[config.mk]
export PLATFORM = sky130hd
export DESIGN_NAME = iir_coeff_loader
export DESIGN_NICKNAME = d
export VERILOG_FILES = /design/src/rtl/iir_coeff_loader.sv
export SDC_FILE = /design/constraint.sdc
export NUM_CORES = 1
export LEC_CHECK = 0
export ABC_AREA = 1
export CORE_UTILIZATION = 47
export DETAILED_ROUTE_END_ITERATION = 16
export PLACE_DENSITY = 0.77
export SYNTH_ARGS = -nofsm -noshare
export SYNTH_HDL_FRONTEND = slang
export SYNTH_SLANG_ARGS = --single-unit
[constraint.sdc]
create_clock -name clk -period 1.9 [get_ports clk]
set_input_delay 0.19 -clock clk [delete_from_list [all_inputs] [get_ports clk]]
set_output_delay 0.19 -clock clk [all_outputs]
set_load 0.005 [all_outputs]
[src/rtl/iir_coeff_loader.sv]
// Coefficient load sequencer for the cascaded-SOS IIR filter.
// Streams coefficient words into the filter's c_we/c_in/c_addr port, full or windowed reload.
module iir_coeff_loader #(
    parameter int ORD      = 10,
    parameter int COEFF_WH = 2,
    parameter int COEFF_FR = 14,
    parameter int TMO      = 1023,
    localparam int N  = ORD * 2,
    localparam int AW = $clog2(ORD * 2),
    localparam int CW = COEFF_WH + COEFF_FR
) (
    input  logic          clk,
    input  logic          nrst,
    input  logic          start,
    input  logic [AW-1:0] start_addr,
    input  logic [AW-1:0] len,
    input  logic          s_valid,
    input  logic [CW-1:0] s_data,
    output logic          s_ready,
    output logic          c_we,
    output logic [CW-1:0] c_in,
    output logic [AW-1:0] c_addr,
    output logic          busy,
    output logic          done,
    output logic          err
);

    // state | meaning
    // IDLE  | waiting for start
    // CHECK | range check of latched base/length
    // LOAD  | accepting words, one write per handshake
    // FIN   | done pulse, back to IDLE next cycle

    localparam int TW = $clog2(TMO + 1);

    typedef enum logic [1:0] {IDLE, CHECK, LOAD, FIN} state_t;

    state_t        state;
    logic [AW:0]   base;
    logic [AW:0]   length;
    logic [AW:0]   idx;
    logic [TW-1:0] tmo_cnt;
    logic [AW+1:0] span_end;
    logic [AW:0]   idx_next;
    logic          hs;

    // one extra bit beyond the sum so an out-of-range window can never wrap
    assign span_end = {1'b0, base} + {1'b0, length};
    assign idx_next = idx + (AW+1)'(1);
    assign hs       = s_valid && s_ready;

    always_ff @(posedge clk or negedge nrst) begin
        if (!nrst) begin
            state   <= IDLE;
            base    <= '0;
            length  <= '0;
            idx     <= '0;
            tmo_cnt <= '0;
            s_ready <= 1'b0;
            c_we    <= 1'b0;
            c_in    <= '0;
            c_addr  <= '0;
            busy    <= 1'b0;
            done    <= 1'b0;
            err     <= 1'b0;
        end else begin
            c_we <= 1'b0;
            done <= 1'b0;
            case (state)
                IDLE: begin
                    if (start) begin
                        err     <= 1'b0;
                        tmo_cnt <= '0;
                        busy    <= 1'b1;
                        state   <= CHECK;
                        if (len == '0) begin
                            base   <= '0;
                            length <= (AW+1)'(N);
                        end else begin
                            base   <= {1'b0, start_addr};
                            length <= {1'b0, len};
                        end
                    end
                end
                CHECK: begin
                    if (span_end > (AW+2)'(N)) begin
                        err   <= 1'b1;
                        busy  <= 1'b0;
                        state <= IDLE;
                    end else begin
                        idx     <= '0;
                        s_ready <= 1'b1;
                        state   <= LOAD;
                    end
                end
                LOAD: begin
                    if (hs) begin
                        c_we    <= 1'b1;
                        c_in    <= s_data;
                        c_addr  <= AW'(base + idx);
                        idx     <= idx_next;
                        tmo_cnt <= '0;
                        if (idx_next == length) begin
                            s_ready <= 1'b0;
                            done    <= 1'b1;
                            state   <= FIN;
                        end
                    end else if (tmo_cnt == TW'(TMO - 1)) begin
                        // abort: words already written stay written, no done
                        err     <= 1'b1;
                        busy    <= 1'b0;
                        s_ready <= 1'b0;
                        state   <= IDLE;
                    end else begin
                        tmo_cnt <= tmo_cnt + TW'(1);
                    end
                end
                FIN: begin
                    busy  <= 1'b0;
                    state <= IDLE;
                end
                default: begin
                    state <= IDLE;
                end
            endcase
        end
    end

endmodule

==> flow_metrics.env, run 1 <==
export IMPL_status="finished with violations"
export IMPL_violations="setup timing"
export IMPL_dr_pass1_iters=4
export IMPL_grt_pass1_vias=2587
export IMPL_critPathCaptureType="flip-flop"
export IMPL_layout_common_cells="143 x nand2_1, 54 x clkdlybuf4s50_1, 53 x dfrtp_1"
export IMPL_max_freq_mhz=501
export IMPL_wl_per_cell_microns=13.3
export IMPL_seq_area_frac_synth_pct=44.3
export IMPL_hold_path_class="in2async"
export IMPL_syn_num_nets=434
export IMPL_grt_max_degree=27
export IMPL_finClkSkew_ns=0.0102
export IMPL_clk_latency_ns=0.30
export IMPL_clock_sinks=54
export IMPL_core_area_sq_mm=0.00610
export IMPL_r2r_setup_slack_ns=-0.1
export IMPL_drive_gt1_share_pct=15.4
export IMPL_ys_warnings_count=0
export IMPL_die_h_microns=82.6
export IMPL_vias_per_cell=5.16
export IMPL_antenna_found_initial=0
export IMPL_routed_wl_microns=7160
export IMPL_dp_slack_ns=-0.105
export IMPL_seq_area_sq_mm=0.00135
export IMPL_dieArea_sq_mm=0.00682
export IMPL_cellLeakagePower_nw=1.98
export IMPL_setup_slack_ns=-0.0951
export IMPL_cpMaxStageDelayCell="fa_1"
export IMPL_finalInstanceArea_sq_mm=0.00401
export IMPL_fin_hold_ws_ns=0.341
export IMPL_worstPathArrival_ns=2.18
export IMPL_drc=0
export IMPL_io_pins=56
export IMPL_drt_initial_drc_count=174
export IMPL_relSlewSlack_pct=72.6
export IMPL_rows=28
export IMPL_num_nets_final=510
export IMPL_place_congestion=0.951
export IMPL_synth_cell_type_count=35
export IMPL_vdd_drop_max_mv=0.977
export IMPL_p_per_area_mw_per_mm2=1410
export IMPL_clockBufferDepth=2
export IMPL_setup_violations=10
export IMPL_crit_chain="ha_2, fa_1, or2_4, nand2_2, nand3_2, nand2_4, nand2_4, nand2_4, nand3_4, nand2_1, o21ai_1"
export IMPL_avgSynthCellArea_sq_um=7.92
export IMPL_worst_slew_pin_slew_ns=0.411
export IMPL_die_x_microns=82.6
export IMPL_clk_pin_slew_ns=0.10
export IMPL_layout_min_cycle_time_ns=2.00
export IMPL_grt_pass1_wl_microns=11900
export IMPL_port_buffers=55
export IMPL_rsz0062_at_grt="true"
export IMPL_crit_type="reg2reg"
export IMPL_drv_cap=0
export IMPL_path_common_cell="nand2_4"
export IMPL_numCtsBuffers=5
export IMPL_cp_max_fo=7
export IMPL_place_area_sq_mm=0.00378
export IMPL_syn_area_sq_mm=0.00305
export IMPL_syn_inst=385
export IMPL_multi_input_area_sq_mm=0.00159
export IMPL_post_dp_hpwl_microns=5350
export IMPL_track_usage_pct=22.8
export IMPL_slowest_delay_ns=0.42
export IMPL_filler_cell_count=509
export IMPL_antenna_cells=0
export IMPL_htree_levels=2
export IMPL_post_route_period_util_pct=105
export IMPL_power_w=0.00565
export IMPL_cts_tree="done"
export IMPL_required_ns=2.09
export IMPL_slew_viol_final=0
export IMPL_worstRegToRegCells=11
export IMPL_vias=2771
export IMPL_grt_ovfl_total=0
export IMPL_layout_commonest_cell="nand2_1"
export IMPL_worst_setup_path_start_kind="flip-flop"
export IMPL_cts_root_buf="clkbuf_8"
export IMPL_ant_nets=0
export IMPL_fin_tns_setup_ns=-0.767
export IMPL_synth_seq_cells=54
export IMPL_syn2layout_area_growth_pct=31.6
export IMPL_start_util_pct=50.0
export IMPL_hold_violations=0
flip-flops by register name, indices dropped and copies added (netlist names):
signal   flops
c_in        16
tmo_cnt     10
idx          6
base         5
c_addr       5
length       5
state        2
busy         1
c_we         1
done         1
err          1
s_ready      1
cell usage after synthesis, drive strengths merged:
library cell	count	area, sq um
dfrtp	54	1350
clkinv	1	3.75
a21o	1	7.51
clkbuf	1	3.75
nand3b	1	7.51
a21oi	10	61.3
xor2	5	43.8
ha	17	213
or2	1	6.26
nor2	21	98.8
a22oi	2	15.0
nor4	2	27.5
xnor2	3	26.3
nand3	29	155
inv	37	139
nand4	8	50.1
o21ai	24	120
o22ai	1	6.26
buf	7	46.3
nor3b	1	7.51
fa	2	40.0
nand2	152	586
nor3	5	35.0
final timing paths:
path | startpoint | endpoint
min reg2reg | c_in[2] | c_in[2]
max in group asynchronous | nrst | idx[0]
max | base[0] | idx[2]
min | nrst | length[4]
min in group clk | s_data[11] | c_in[11]
max reg2reg | base[0] | idx[2]
critical path: cells and delay by family, from the launching register on:
family,cells,cell delay (ns)
simple gates,8,0.80
flops,1,0.40
compound gates,1,0.06
fa+ha+maj,2,0.62
kinds of logic (layout without fill, tap and decap cells):
| logic type | after synthesis | in the layout | synth area share [%] |
|---|---|---|---|
| XOR/XNOR | 8 | 8 | 2.30 |
| buffers and inverters | 46 | 123 | 6.32 |
| AO/OA/AOI/OAI | 38 | 38 | 6.89 |
| flip-flops | 54 | 54 | 44.3 |
| adder cells (fa/ha/maj) | 19 | 19 | 8.29 |
| AND/OR/NAND/NOR | 220 | 220 | 31.9 |
metal layers:
| layer | routed length, microns | track usage, % | vias to the layer above |
|---|---|---|---|
| met4 | 38 | 3.97 | 0 |
| met3 | 313 | 3.52 | 5 |
| met5 | 0 | 0 | - |
| li1 | - | - | 1385 |
| met1 | 3270 | 30.3 | 1315 |
| met2 | 3540 | 39.6 | 66 |
layout make-up:
class	instances	share of cell area, %
timing repair buffer	77	17.8
tap	75	2.34
clock inverter	2	0.966
inverter	38	3.55
clock buffer	6	2.06
sequential	54	33.7
multi-input combinational	285	39.6
power by group:
part           total [W]  internal [W]  switching, W
Sequential       0.00178       0.00152      0.000251
Combinational    0.00305       0.00139       0.00167
Clock           0.000822      0.000434      0.000387
through the flow:
stage	util [%]	std cells
3_3_place_gp	62.0	524
4_1_cts	64.8	535
6_report	65.8	537
5_1_grt	65.8	537
2_1_floorplan	-	385
3_5_place_dp	62.0	524
repair_timing:
item	CTS	global route
pin swaps	5	2
gates resized for setup	7	13
endpoints found under the setup margin	10	12
hold endpoints to repair	17	0
buffers inserted	2	2
gates cloned	0	0
hold buffers	1	0
Note: power is estimated with default switching activity, not from simulation.
==> run 2, diff against run 1 <==
- CORE_UTILIZATION: 47 -> 51
- CTS_CLUSTER_SIZE: not set -> 16
- PLACE_DENSITY: 0.77 -> 0.79
- clock period: 1.9 -> 2.3 ns (I/O delays scaled with it)
==> run 2 against run 1 <==
The flow now finishes without violations. Critical path depth is the same. Final area shrank 4.6%. Largest power group unchanged. First-iteration DRC count down 11%. Critical endpoint is now s_ready. Critical path type unchanged. Die area shrank 7.6%. Clock skew is 0.0056 ns lower. Final cell count is 3.4% lower.
==> flow_metrics.env, run 2 (synthesis results as in run 1) <==
export IMPL_start_util_pct=54.1
export IMPL_top_register="c_in"
export IMPL_crit_type="reg2reg"
export IMPL_num_nets_final=495
export IMPL_grt_ovfl_total=0
export IMPL_hold_violations=0
export IMPL_antenna_cells=0
export IMPL_grt_pass1_wl_microns=11700
export IMPL_slew_viol_final=0
export IMPL_routed_wl_microns=6780
export IMPL_dp_slack_ns=0.0928
export IMPL_worst_slew_pin_slew_ns=0.645
export IMPL_grt_max_degree=31
export IMPL_vias=2695
export IMPL_ant_nets=0
export IMPL_die_h_microns=79.3
export IMPL_io_pins=56
export IMPL_die_x_microns=79.3
export IMPL_critPathCaptureType="flip-flop"
export IMPL_rows=27
export IMPL_cellLeakagePower_nw=1.87
export IMPL_hold_path_class="in2reg"
export IMPL_wl_per_cell_microns=13.1
export IMPL_required_ns=2.51
export IMPL_finalInstanceArea_sq_mm=0.00383
export IMPL_cts_tree="done"
export IMPL_cp_max_fo=3
export IMPL_finClkSkew_ns=0.00463
export IMPL_layout_common_cells="146 x nand2_1, 54 x dfrtp_1, 54 x clkdlybuf4s50_1"
export IMPL_dr_pass1_iters=4
export IMPL_grt_pass1_vias=2660
export IMPL_dieArea_sq_mm=0.00629
export IMPL_reg_largest_list="c_in: 16 flops, tmo_cnt: 10 flops, idx: 6 flops"
export IMPL_core_area_sq_mm=0.00564
export IMPL_place_congestion=0.864
export IMPL_setup_slack_ns=0.144
export IMPL_drc=0
export IMPL_hold_depth=3
export IMPL_numCtsBuffers=5
export IMPL_post_dp_hpwl_microns=4990
export IMPL_worstRegToRegCells=11
export IMPL_track_usage_pct=23.9
export IMPL_antenna_found_initial=0
export IMPL_p_per_area_mw_per_mm2=1110
export IMPL_layout_commonest_cell="nand2_1"
export IMPL_drive_gt1_share_pct=9.17
export IMPL_cts_root_buf="clkbuf_8"
export IMPL_worst_setup_path_start_kind="flip-flop"
export IMPL_post_route_period_util_pct=93.7
export IMPL_clk_latency_ns=0.31
export IMPL_syn2layout_area_growth_pct=25.5
export IMPL_worstPathArrival_ns=2.37
export IMPL_drv_cap=0
export IMPL_layout_min_cycle_time_ns=2.16
export IMPL_port_buffers=55
export IMPL_relSlewSlack_pct=57.0
export IMPL_max_freq_mhz=464
export IMPL_vias_per_cell=5.19
export IMPL_clockBufferDepth=2
export IMPL_status="completed"
export IMPL_setup_violations=0
export IMPL_clock_sinks=54
export IMPL_drt_initial_drc_count=155
export IMPL_place_area_sq_mm=0.00367
export IMPL_htree_levels=2
export IMPL_vdd_drop_max_mv=0.696
export IMPL_largest_reg_flops=16
export IMPL_clk_pin_slew_ns=0.10
## run 2: changes by cell type in the layout (fill, tap and decap cells not counted), sizes merged
| cell | delta |
|---|---|
| inv | -1 |
| clkinvlp | +1 |
| buf | -15 |
## run 2: per-stage QoR
step,instances,hold WS (ns),total power [W],util [%],TNS (ns)
floorplan,385,-0.0656,0.00272,-,0
global placement,507,0.272,0.00343,65.1,0
detailed placement,507,0.287,0.00351,65.1,0
CTS,516,0.449,0.00418,67.2,0
global route,519,0.462,0.00464,67.9,-0.00153
finish,519,0.446,0.00427,67.9,0
## run 2: critical path: stages (launching register included)
cell and delay, ns:
dfrtp_1 0.42, ha_2 0.20, fa_1 0.41, or2_2 0.30, nand2_1 0.08, nand3_1 0.09, nand2_2 0.08, nand2_1 0.08
a21oi_1 0.20, nand2_1 0.09, nand2_1 0.06, nand2_1 0.04
## run 2: worst paths after layout
path	slack, ns	from	to
hold reg to reg	0.48	c_in[5]	c_in[5]
setup / recovery	0.14	length[0]	s_ready
setup reg to reg	0.14	length[0]	s_ready
max in group asynchronous	1.25	nrst	busy
min in group asynchronous	0.48	nrst	c_in[8]
hold / removal	0.45	s_data[15]	c_in[15]
## run 2: what timing repair did
item / in CTS / in global routing
gates resized for setup: 0 / 5
setup endpoints to repair: 0 / 8
hold buffers: 1 / 0
buffers inserted: 0 / 3
hold endpoints to repair: 26 / 0
## run 2: layout make-up
class,count,area [sq um]
clock buffer,6,72.6
clock inverter,2,37.5
fill,463,1810
inverter,38,143
multi-input combinational,285,1520
sequential,54,1350
tap,72,90.1
timing repair buffer,62,613
## run 2: metal layers
layer  vias up  share of wire, %  GRT usage, %
li1       1359                 -             -
met1      1253                45          29.3
met2        64                48          41.0
met3        19               4.3          4.48
met4         0               2.3          10.4
met5         -                 0             0
## run 2: report_power, final
group / internal [W] / switching, W
Combinational: 0.000974 / 0.00114
Sequential: 0.00126 / 0.000252
Clock: 0.000325 / 0.000319
Total: 0.00256 / 0.00171
